==> config.mk <==
export PLATFORM = sky130hd
export DESIGN_NAME = fifo_drain_arbiter
export DESIGN_NICKNAME = d
export VERILOG_FILES = /design/src/rtl/fifo_drain_arbiter.sv
export SDC_FILE = /design/constraint.sdc
export NUM_CORES = 1
export LEC_CHECK = 0
export ABC_CLOCK_PERIOD_IN_PS = 2000
export BUFFER_PORTS_ARGS = -buffer_cell sky130_fd_sc_hd__buf_4
export CAP_MARGIN = 10
export CORE_AREA = 2 2 76 60
export CTS_CLUSTER_SIZE = 28
export DETAILED_ROUTE_END_ITERATION = 10
export DIE_AREA = 0 0 78 62
export SLEW_MARGIN = 25
export SYNTH_ARGS = -nofsm -noshare
export SYNTH_HDL_FRONTEND = slang
export SYNTH_SLANG_ARGS = --single-unit
==> constraint.sdc <==
create_clock -name clk -period 2 [get_ports clk]
set_input_delay 0.6 -clock clk [delete_from_list [all_inputs] [get_ports clk]]
set_output_delay 0.6 -clock clk [all_outputs]
set_load 0.03 [all_outputs]
==> src/rtl/fifo_drain_arbiter.sv <==
// fifo_drain_arbiter
//   Round-robin drain scheduler for n_src first-word-fall-through FIFOs.
//   Each grant pops up to burst_max words from one source, then gives the
//   next source its turn. Popped words go through one registered
//   valid/ready output stage and are tagged with their source index.
//
// Ports
//   clk, reset      clock; synchronous active-high reset
//   enable          1 = scheduling allowed, 0 = no new pops
//   src_nonempty    per-source FIFO nonempty flags
//   src_data        per-source FIFO heads, source i at [i*data_width +: data_width]
//   src_next        per-source pop strobe (combinational, one-hot or zero)
//   out_data        registered output word
//   out_src         source index of out_data
//   out_valid       out_data/out_src hold a word
//   out_ready       consumer takes the word when out_valid && out_ready
//   busy            a grant is active or a word is still held
module fifo_drain_arbiter #(
    parameter int data_width = 8,
    parameter int n_src      = 4,
    parameter int burst_max  = 4
) (
    input  logic                          clk,
    input  logic                          reset,
    input  logic                          enable,
    input  logic [n_src-1:0]              src_nonempty,
    input  logic [n_src*data_width-1:0]   src_data,
    output logic [n_src-1:0]              src_next,
    output logic [data_width-1:0]         out_data,
    output logic [$clog2(n_src)-1:0]      out_src,
    output logic                          out_valid,
    input  logic                          out_ready,
    output logic                          busy
);

    localparam int idx_w = $clog2(n_src);
    // burst_cnt only ever holds 0..burst_max-1; the last pop of a burst
    // releases the grant and clears it.
    localparam int cnt_w = (burst_max > 1) ? $clog2(burst_max) : 1;
    localparam logic [idx_w-1:0] last_idx = idx_w'(n_src - 1);
    localparam logic [cnt_w-1:0] cnt_last = cnt_w'(burst_max - 1);

    typedef enum logic {IDLE, ACTIVE} state_t;

    state_t                 state, state_nx;
    logic [idx_w-1:0]       grant, grant_nx;
    logic [idx_w-1:0]       rr_ptr, rr_ptr_nx;
    logic [cnt_w-1:0]       burst_cnt, burst_cnt_nx;
    logic                   load;
    logic [idx_w-1:0]       pick;
    logic                   pick_ok;
    logic [data_width-1:0]  grant_data;
    int                     j;

    assign grant_data = src_data[int'(grant)*data_width +: data_width];

    // First nonempty source at or after rr_ptr, wrapping n_src-1 -> 0.
    // The wrap is done on an int so non-power-of-2 n_src never indexes
    // past the last source.
    always_comb begin
        pick    = rr_ptr;
        pick_ok = 1'b0;
        j       = 0;
        for (int k = 0; k < n_src; k++) begin
            j = int'(rr_ptr) + k;
            if (j >= n_src) j = j - n_src;
            if (!pick_ok && src_nonempty[j[idx_w-1:0]]) begin
                pick    = j[idx_w-1:0];
                pick_ok = 1'b1;
            end
        end
    end

    always_comb begin
        state_nx     = state;
        grant_nx     = grant;
        rr_ptr_nx    = rr_ptr;
        burst_cnt_nx = burst_cnt;
        load         = 1'b0;
        src_next     = '0;
        case (state)
            IDLE: begin
                // Arbitration only; the first pop of a grant is next cycle.
                if (enable && pick_ok) begin
                    grant_nx = pick;
                    state_nx = ACTIVE;
                end
            end
            ACTIVE: begin
                load = enable && src_nonempty[grant] && (!out_valid || out_ready);
                if (load) begin
                    src_next[grant] = 1'b1;
                    burst_cnt_nx    = burst_cnt + 1'b1;
                end
                // Backpressure alone never releases: the grant is held as
                // long as the source still has data and enable is high.
                if ((load && burst_cnt == cnt_last) || !src_nonempty[grant] || !enable) begin
                    state_nx     = IDLE;
                    burst_cnt_nx = '0;
                    rr_ptr_nx    = (grant == last_idx) ? '0 : grant + 1'b1;
                end
            end
            default: state_nx = IDLE;
        endcase
        // No pop may escape while reset is held (the FIFOs see src_next
        // even though our own registers are being cleared).
        if (reset) begin
            load     = 1'b0;
            src_next = '0;
        end
    end

    always_ff @(posedge clk) begin
        if (reset) begin
            state     <= IDLE;
            grant     <= '0;
            rr_ptr    <= '0;
            burst_cnt <= '0;
        end else begin
            state     <= state_nx;
            grant     <= grant_nx;
            rr_ptr    <= rr_ptr_nx;
            burst_cnt <= burst_cnt_nx;
        end
    end

    // Output stage: a load replaces the held word in the same cycle it is
    // consumed, so back-to-back pops leave no bubble.
    always_ff @(posedge clk) begin
        if (reset) begin
            out_valid <= 1'b0;
            out_data  <= '0;
            out_src   <= '0;
        end else if (load) begin
            out_valid <= 1'b1;
            out_data  <= grant_data;
            out_src   <= grant;
        end else if (out_ready) begin
            out_valid <= 1'b0;
        end
    end

    assign busy = (state == ACTIVE) || out_valid;

endmodule
==> qor.yml, run 1 <==
routing:
  wire_per_inst_um: 15.0
  drtIter0Drc: 80
  routed_via_density: 5.04
  ant_nets: 0
  drt_wl_total_um: 3820
  vias: 1280
  drc_errors: 0
  first_pass_iters: 4
layout:
  n_antenna_cell: 0
  syn_to_final_growth_pct: 65.6
  drive_gt1_frac: 0.508
  final_cell_mix: "buf_4, dfxtp_1, a21oi_1, nand3_1, o21ai_0"
  fillCellCount: 411
  multi_input_area_sq_um: 836
  final_common_cell: "buf_4"
  layout.nets: 243
  fin_cells: 254
  seqCellArea_sq_um: 365
clock_network:
  clock_latency_ps: 250
  root_buffer: "clkbuf_8"
  clock_sinks: 18
  htree_levels: 1
  postCtsHoldBufs: 0
  path_clk_slew_ps: 70
  cts_tree: "done"
  cts_max_path_buffers: 2
  cts_buffers: 3
yosys:
  synth_warnings: 0
  yosysSeqAreaShare: 0.308
  syn_area_per_cell_sq_um: 9.22
  synth_area_leaders: "dfxtp_1, mux4_2, a21oi_1"
  synth_top_cell_by_area: "dfxtp_1"
  syn-cell-area_sq_um: 1170
  synth.distinct_cells: 38
  synth-seq-cells: 18
  synth_cells: 127
  synthesis.nets: 172
  netlist.area_leader.share: 0.308
global_route:
  grt_usage: 0.155
  grt_max_degree: 22
  grt_pass1_wl_um: 5820
  grt_pass1_vias: 1189
  grt_overflow: 0
  antenna_found_initial: 0
floorplan:
  coreArea_sq_um: 4200
  num_rows: 21
  initial_core_util: 0.279
  die_area_sq_um: 4840
  io_pins: 56
  die_w_um: 78
  fp.dieH_um: 62
worst_setup_path:
  startpoint: "src_nonempty[3]"
  crit-reg2reg-launch: "grant[1]"
  critPathCaptureType: "output pin"
  r2r_setup_slack_ps: 130
  worstPathMaxFanout: 4
  crit_type: "in2out"
  cp-start-kind: "primary input"
  cp.arrival_ps: 1560
  worst-endpoint-required_ps: 1400
timing:
  worstMarginPinSlew_ps: 401
  rsz0062_at_grt: "true"
  fin_crit_ps: 2160
  final_max_slew_viol_count: 0
  finalCritPeriodShare: 1.08
  max_freq_mhz: 463
  finClkSkew_ps: 1.22
  setup_violations: 4
  hold_viol: 0
  slew_headroom: 0.729
  fin_ws_ps: -158
worst_hold_path:
  hold_start: "out_data[6]"
  hp-class: "reg2reg"
pwr:
  power_uw: 985
  p_per_area_nw_per_um2: 508
  pwr-share-comb: 0.295
  p_leak_uw: 0.000836
  vdd_drop_max_mv: 0.244
  net-switching-power_uw: 270
  p_seq_frac: 0.395
  swShare: 0.274
  p_clk_frac: 0.310
  intPower_uw: 715
flow_run:
  timing.max_cap.violations: 0
place:
  place.gp.congestion: 0.794
  placedCellCount: 247
  dp_hpwl_um: 3050
  io_buffers: 55
outcome:
  violations: "negative setup slack"
  status: "complete, but fails checks"
worst paths after layout:
check / end / cells past startpoint
worst max-delay path: src_next[2] / 6
worst min-delay path: out_data[6] / 2
worst max register to register: rr_ptr[1] / 5
worst min register to register: out_data[6] / 2
per-layer routing:
metal / up-vias / wire (um) / track usage
met3: 4 / 112 / 0.0260
met4: 0 / 32 / 0.0376
met2: 24 / 1850 / 0.249
li1: 626 / - / -
met5: - / 0 / 0
met1: 626 / 1820 / 0.221
final cells by class:
cell class | instances | area share
multi-input cells | 96 | 0.431
repair buffers | 75 | 0.308
flip-flops and latches | 18 | 0.188
well taps | 57 | 0.0368
clock buffers | 4 | 0.0284
inverters | 4 | 0.00774
worst max-delay path, stage by stage:
cell     delay [ps]
buf_4           120
mux2_4          270
a22o_4          260
nand2_8         110
nor3b_4          50
buf_6           150
repair_timing:
item,4_1_cts,5_1_grt
hold endpoints to repair,0,0
gates resized for setup,13,3
endpoints found under the setup margin,4,4
setup buffers,2,1
pin swaps,5,3
cell usage after synthesis:
cell,number
inv_1,4
buf_2,1
o41ai_1,1
and3_1,1
and2_1,1
nand2_1,5
mux4_2,8
nand2b_1,3
dfxtp_1,18
mux2i_1,1
a21o_1,1
a221oi_1,1
nor2b_1,3
nor4b_1,1
mux2_4,1
and4b_1,1
o21ai_0,11
o31a_1,1
nor2_1,2
o221ai_1,1
a211o_1,1
a22oi_1,1
mux2_2,2
ha_1,5
buf_1,1
a22o_1,3
o2bb2ai_1,1
nand4b_1,1
a2bb2oi_1,1
nand3_1,12
nor4_1,1
clkbuf_1,7
or4_1,1
nor3_1,4
a21oi_1,14
nor3b_1,4
and3b_1,1
or2_2,1
flip-flops by register name (all words and copies together) (netlist names):
name and count:
grant 2, state 1, out_data 8, burst_cnt 2, out_valid 1, out_src 2
rr_ptr 2
power by group through the flow:
stage | Clock (uW) | Combinational (uW) | Sequential, uW
finish | 305 | 291 | 389
global route | 328 | 313 | 392
floorplan | 0 | 135 | 408
global placement | 0 | 269 | 395
CTS | 311 | 289 | 388
detailed placement | 0 | 273 | 397
metrics by stage:
| step | worst slack [ps] | setup TNS (ps) | utilization | instance area [sq um] | hold slack [ps] |
|---|---|---|---|---|---|
| 6_report | -158 | -625 | 0.461 | 1940 | 478 |
| 5_1_grt | -174 | -686 | 0.461 | 1940 | 504 |
| 4_1_cts | -154 | -601 | 0.458 | 1930 | 481 |
| 3_5_place_dp | -266 | -1110 | 0.428 | 1800 | 471 |
| 3_3_place_gp | -246 | -989 | 0.428 | 1800 | 466 |
| 2_1_floorplan | -45.1 | -129 | - | 1220 | 453 |
cell families after synthesis:
| kind of cell | after synthesis | synth area share |
|---|---|---|
| buf+inv | 13 | 0.0427 |
| compound gates | 37 | 0.194 |
| fa+ha+maj | 5 | 0.0534 |
| mux | 12 | 0.194 |
| simple gates | 42 | 0.207 |
| flops | 18 | 0.308 |
Power figures use the tool's default switching activity.
==> run 2, diff against run 1 <==
==> config.mk (replaced) <==
export PLATFORM = sky130hd
export DESIGN_NAME = fifo_drain_arbiter
export DESIGN_NICKNAME = d
export VERILOG_FILES = /design/src/rtl/fifo_drain_arbiter.sv
export SDC_FILE = /design/constraint.sdc
export NUM_CORES = 1
export LEC_CHECK = 0
export ABC_CLOCK_PERIOD_IN_PS = 2500
export BUFFER_PORTS_ARGS = -buffer_cell sky130_fd_sc_hd__buf_4
export CAP_MARGIN = 10
export CORE_AREA = 2 2 76 60
export CTS_CLUSTER_SIZE = 40
export DETAILED_ROUTE_END_ITERATION = 10
export DIE_AREA = 0 0 78 62
export SLEW_MARGIN = 40
export SYNTH_ARGS = -nofsm -noshare
export SYNTH_HDL_FRONTEND = slang
export SYNTH_SLANG_ARGS = --single-unit
==> constraint.sdc (replaced) <==
create_clock -name clk -period 2.5 [get_ports clk]
set_input_delay 0.75 -clock clk [delete_from_list [all_inputs] [get_ports clk]]
set_output_delay 0.75 -clock clk [all_outputs]
set_load 0.03 [all_outputs]
==> qor.yml, run 2 (synthesized netlist as in run 1, its figures left out) <==
pwr:
  power_uw: 768
  vdd_drop_max_mv: 0.217
  p_per_area_nw_per_um2: 419
  p_leak_uw: 0.000775
worst_setup_path:
  critPathMaxStageDelay_ps: 260
  critPathCaptureType: "output pin"
  worst-endpoint-required_ps: 1750
  r2r_setup_slack_ps: 540
  crit_type: "in2out"
  crit_chain: "buf_6, mux2_4, a22o_1, nand2_2, nor3b_2, buf_4"
  cp_slowest_cell: "mux2_4"
  r2r_end: "rr_ptr[1]"
  cp.arrival_ps: 1740
  crit-reg2reg-launch: "grant[1]"
  worstPathMaxFanout: 4
  r2r_cells: 6
  cp-start-kind: "primary input"
place:
  dp_hpwl_um: 2810
  dpl_worst_slack_ps: -7.70
  io_buffers: 55
  place.gp.congestion: 0.702
worst_hold_path:
  hp-class: "reg2reg"
  hold_start: "out_src[0]"
  hold_end: "out_src[0]"
  hold_depth: 2
global_route:
  grt_pass1_wl_um: 5530
  grt_pass1_vias: 1073
  grt_overflow: 0
  grt_usage: 0.149
  grt_max_degree: 29
  antenna_found_initial: 0
timing:
  fin_crit_ps: 2490
  worstMarginPinSlew_ps: 369
  setup_violations: 0
  fin_ws_ps: 9.51
  finalCritPeriodShare: 0.996
  finClkSkew_ps: 1.15
  max_freq_mhz: 402
  hold_viol: 0
  final_max_slew_viol_count: 0
  rsz0062_at_grt: "true"
  slew_headroom: 0.750
clock_network:
  root_buffer: "clkbuf_8"
  clock_sinks: 18
  cts_buffers: 3
  postCtsHoldBufs: 0
  cts_max_path_buffers: 2
  htree_levels: 1
  path_clk_slew_ps: 70
  clock_latency_ps: 250
  cts_tree: "done"
floorplan:
  coreArea_sq_um: 4200
  fp.dieH_um: 62
  initial_core_util: 0.279
  num_rows: 21
  die_area_sq_um: 4840
  io_pins: 56
  die_w_um: 78
routing:
  drc_errors: 0
  wire_per_inst_um: 14.7
  drt_wl_total_um: 3690
  routed_via_density: 4.83
  first_pass_iters: 4
  vias: 1207
  ant_nets: 0
  drtIter0Drc: 62
layout:
  drive_gt1_frac: 0.477
  largest-register: "out_data"
  largest_reg_flops: 8
  final_cell_mix: "buf_4, dfxtp_1, a21oi_1, nand3_1, o21ai_0"
  syn_to_final_growth_pct: 56.5
  layout.nets: 239
  fin_util: 0.436
  final_common_cell: "buf_4"
  n_antenna_cell: 0
flow_run:
  timing.max_cap.violations: 0
outcome:
  status: "finished, final reports clean"
-- run 2: cell count changes in the layout (fill, tap and decap cells not counted), sizes merged --
| cell | change |
|---|---|
| buf | -4 |
-- run 2: worst max path at each step --
| stage | slack (ps) | start | cells past startpoint | endpoint |
|---|---|---|---|---|
| 5_1_grt | -20 | src_nonempty[0] | 6 | src_next[0] |
| 3_3_place_gp | -30 | enable | 6 | src_next[2] |
| 3_5_place_dp | -8 | enable | 6 | src_next[1] |
| 6_report | 10 | src_nonempty[0] | 6 | src_next[1] |
| 2_1_floorplan | -190 | enable | 4 | src_next[1] |
| 4_1_cts | 20 | src_nonempty[2] | 6 | src_next[2] |
-- run 2: cell type report --
class	count	area, sq um
Inverter	4	15.0
Multi-Input combinational cell	96	787
Timing Repair Buffer	71	544
Clock buffer	4	55.1
Sequential cell	18	360
Fill cell	418	2370
Tap cell	57	71.3
-- run 2: critical path: cells and delay by family --
family	cells	cell delay, ps
and+or+nand+nor	2	200
muxes	1	260
AOI/OAI and AO/OA	1	250
buffers and inverters	2	270
-- run 2: timing repair --
item,in CTS,in global routing
endpoints found under the setup margin,2,4
resized for setup,3,6
pin swaps,0,3
buffers inserted,0,1
-- run 2: routing by layer --
layer	part of all wire	vias to the layer above	GRT usage
li1	-	615	-
met1	0.49	564	0.230
met2	0.46	26	0.212
met3	0.039	2	0.0347
met4	0.0057	0	0.0301
met5	0	-	0
-- run 2: power breakdown --
| part | leakage [uW] | internal (uW) | total, uW | switching, uW |
|---|---|---|---|---|
| sequential | 0.000146 | 299 | 311 | 11.4 |
| clock | 0.0000288 | 140 | 238 | 98.2 |
| combinational | 0.000600 | 125 | 219 | 94.1 |
| total | 0.000775 | 564 | 768 | 204 |
-- run 2: stage by stage --
stage / std cells / instance area, sq um / setup TNS, ps / hold slack [ps]
floorplan: 127 / 1170 / -742 / 453
global placement: 245 / 1730 / -30.1 / 465
detailed placement: 245 / 1730 / -11.8 / 467
CTS: 249 / 1800 / 0 / 477
global route: 250 / 1830 / -59.9 / 502
finish: 250 / 1830 / 0 / 474
==> run 3, diff against run 2 <==
--- a/config.mk
+++ b/config.mk
@@ -5,7 +5,7 @@
 export SDC_FILE = /design/constraint.sdc
 export NUM_CORES = 1
 export LEC_CHECK = 0
-export ABC_CLOCK_PERIOD_IN_PS = 2500
+export ABC_CLOCK_PERIOD_IN_PS = 3070
 export BUFFER_PORTS_ARGS = -buffer_cell sky130_fd_sc_hd__buf_4
 export CAP_MARGIN = 10
 export CORE_AREA = 2 2 76 60
==> constraint.sdc (replaced) <==
create_clock -name clk -period 3.07 [get_ports clk]
set_input_delay 0.921 -clock clk [delete_from_list [all_inputs] [get_ports clk]]
set_output_delay 0.921 -clock clk [all_outputs]
set_load 0.03 [all_outputs]
==> qor.yml, run 3 (synthesized netlist as in run 1, its figures left out) <==
outcome:
  status: "finished, final reports clean"
layout:
  multi_input_area_sq_um: 761
  final_cell_mix: "buf_4, dfxtp_1, a21oi_1, nand3_1, o21ai_0"
  largest-register: "out_data"
  syn_to_final_growth_pct: 46.9
  final_common_cell: "buf_4"
  largest_reg_flops: 8
  fillCellCount: 449
  drive_gt1_frac: 0.421
  layout.nets: 229
  fin_util: 0.409
  seqCellArea_sq_um: 360
  n_antenna_cell: 0
pwr:
  swShare: 0.270
  net-switching-power_uw: 165
  pwr-share-comb: 0.262
  vdd_drop_max_mv: 0.136
  p_clk_frac: 0.323
  intPower_uw: 447
  p_leak_uw: 0.000715
  p_seq_frac: 0.415
  p_per_area_nw_per_um2: 355
timing:
  slew_headroom: 0.524
  tns_ps: 0
  hold_slack_ps: 475
  worstMarginPinSlew_ps: 713
  fin_crit_ps: 2900
  max_freq_mhz: 345
  finClkSkew_ps: 3.15
  final_max_slew_viol_count: 0
  rsz0062_at_grt: "false"
  hold_viol: 0
  setup_violations: 0
  finalCritPeriodShare: 0.944
clock_network:
  cts_buffers: 3
  postCtsHoldBufs: 0
  htree_levels: 1
  clock_sinks: 18
  cts.repair.resized: 0
  clock_latency_ps: 260
  cts_max_path_buffers: 2
  path_clk_slew_ps: 70
  root_buffer: "clkbuf_8"
  post-cts-setup-buffers: 0
  cts_tree: "done"
global_route:
  grtUsageMet2: 0.201
  grt_use_met1: 0.230
  grt_usage: 0.145
  use_met3: 0.0332
  grt-busiest-layer: "met1"
  grt_overflow: 0
  grt_pass1_vias: 1074
  grt_pass1_wl_um: 5470
  antenna_found_initial: 0
  grt_max_degree: 29
worst_setup_path:
  critPathCaptureType: "output pin"
  r2r_end: "rr_ptr[1]"
  worst-endpoint-required_ps: 2150
  worstPathMaxFanout: 6
  cp-start-kind: "primary input"
  crit-reg2reg-launch: "grant[1]"
  r2r_setup_slack_ps: 1250
  crit_type: "in2out"
  r2r_cells: 4
  cp.arrival_ps: 1980
routing:
  vias: 1188
  wire_per_inst_um: 14.7
  drc_errors: 0
  ant_nets: 0
  first_pass_iters: 4
  drt_wl_total_um: 3530
  routed_via_density: 4.95
  drtIter0Drc: 62
floorplan:
  num_rows: 21
  io_pins: 56
  initial_core_util: 0.279
  die_w_um: 78
  die_area_sq_um: 4840
  coreArea_sq_um: 4200
  fp.dieH_um: 62
place:
  io_buffers: 55
  dp_hpwl_um: 2670
  place.gp.congestion: 0.798
worst_hold_path:
  hold_end: "out_src[0]"
  hold_start: "out_src[0]"
  hold_depth: 2
  hp-class: "reg2reg"
flow_run:
  timing.max_cap.violations: 0
run 3: cell count changes in the layout (fill, tap and decap cells not counted):
cell and change:
buf_6 -3, nor3b_1 +4, nand2_1 +1, mux2_2 +1, buf_4 -7, mux2_4 -1, nand2_2 -1, nor3b_2 -4
run 3: metrics by stage:
| stage | area (sq um) | setup slack [ps] | power (uW) | cells |
|---|---|---|---|---|
| 6_report | 1720 | 172 | 611 | 240 |
| 5_1_grt | 1720 | 111 | 645 | 240 |
| 4_1_cts | 1720 | 161 | 619 | 240 |
| 3_5_place_dp | 1670 | 163 | 419 | 236 |
| 3_3_place_gp | 1670 | 199 | 420 | 236 |
| 2_1_floorplan | 1170 | 38.5 | 347 | 127 |
run 3: power by group through the flow:
stage	combinational (uW)	sequential (uW)	clock, uW
global route	176	255	214
global placement	161	259	0
floorplan	81.5	266	0
detailed placement	161	259	0
CTS	161	254	204
finish	160	254	197
run 3: worst max path at each step:
stage / from / endpoint / cells after the start
final: src_nonempty[2] / src_next[3] / 6
after global routing: src_nonempty[2] / src_next[3] / 6
after CTS: src_nonempty[2] / src_next[3] / 6
after detailed placement: src_nonempty[2] / src_next[3] / 6
after global placement: src_nonempty[2] / src_next[3] / 6
after floorplan: enable / src_next[1] / 4
run 3: routing by layer:
| layer | wire [um] | share of wire | vias up |
|---|---|---|---|
| met5 | 0 | 0 | - |
| met4 | 21 | 0.0060 | 0 |
| met3 | 100 | 0.028 | 5 |
| met2 | 1560 | 0.44 | 19 |
| met1 | 1840 | 0.52 | 567 |
| li1 | - | - | 597 |
run 3: area by class of cell:
cell class,instances,area share
clock buffers,4,0.0320
inverters,4,0.00873
multi-input cells,96,0.442
flip-flops and latches,18,0.209
well taps,57,0.0415
repair buffers,61,0.266
run 3: critical path: stages:
cell,delay [ps]
buf_4,130
mux2_2,290
a22o_1,230
nand2_1,140
nor3b_1,80
buf_4,180
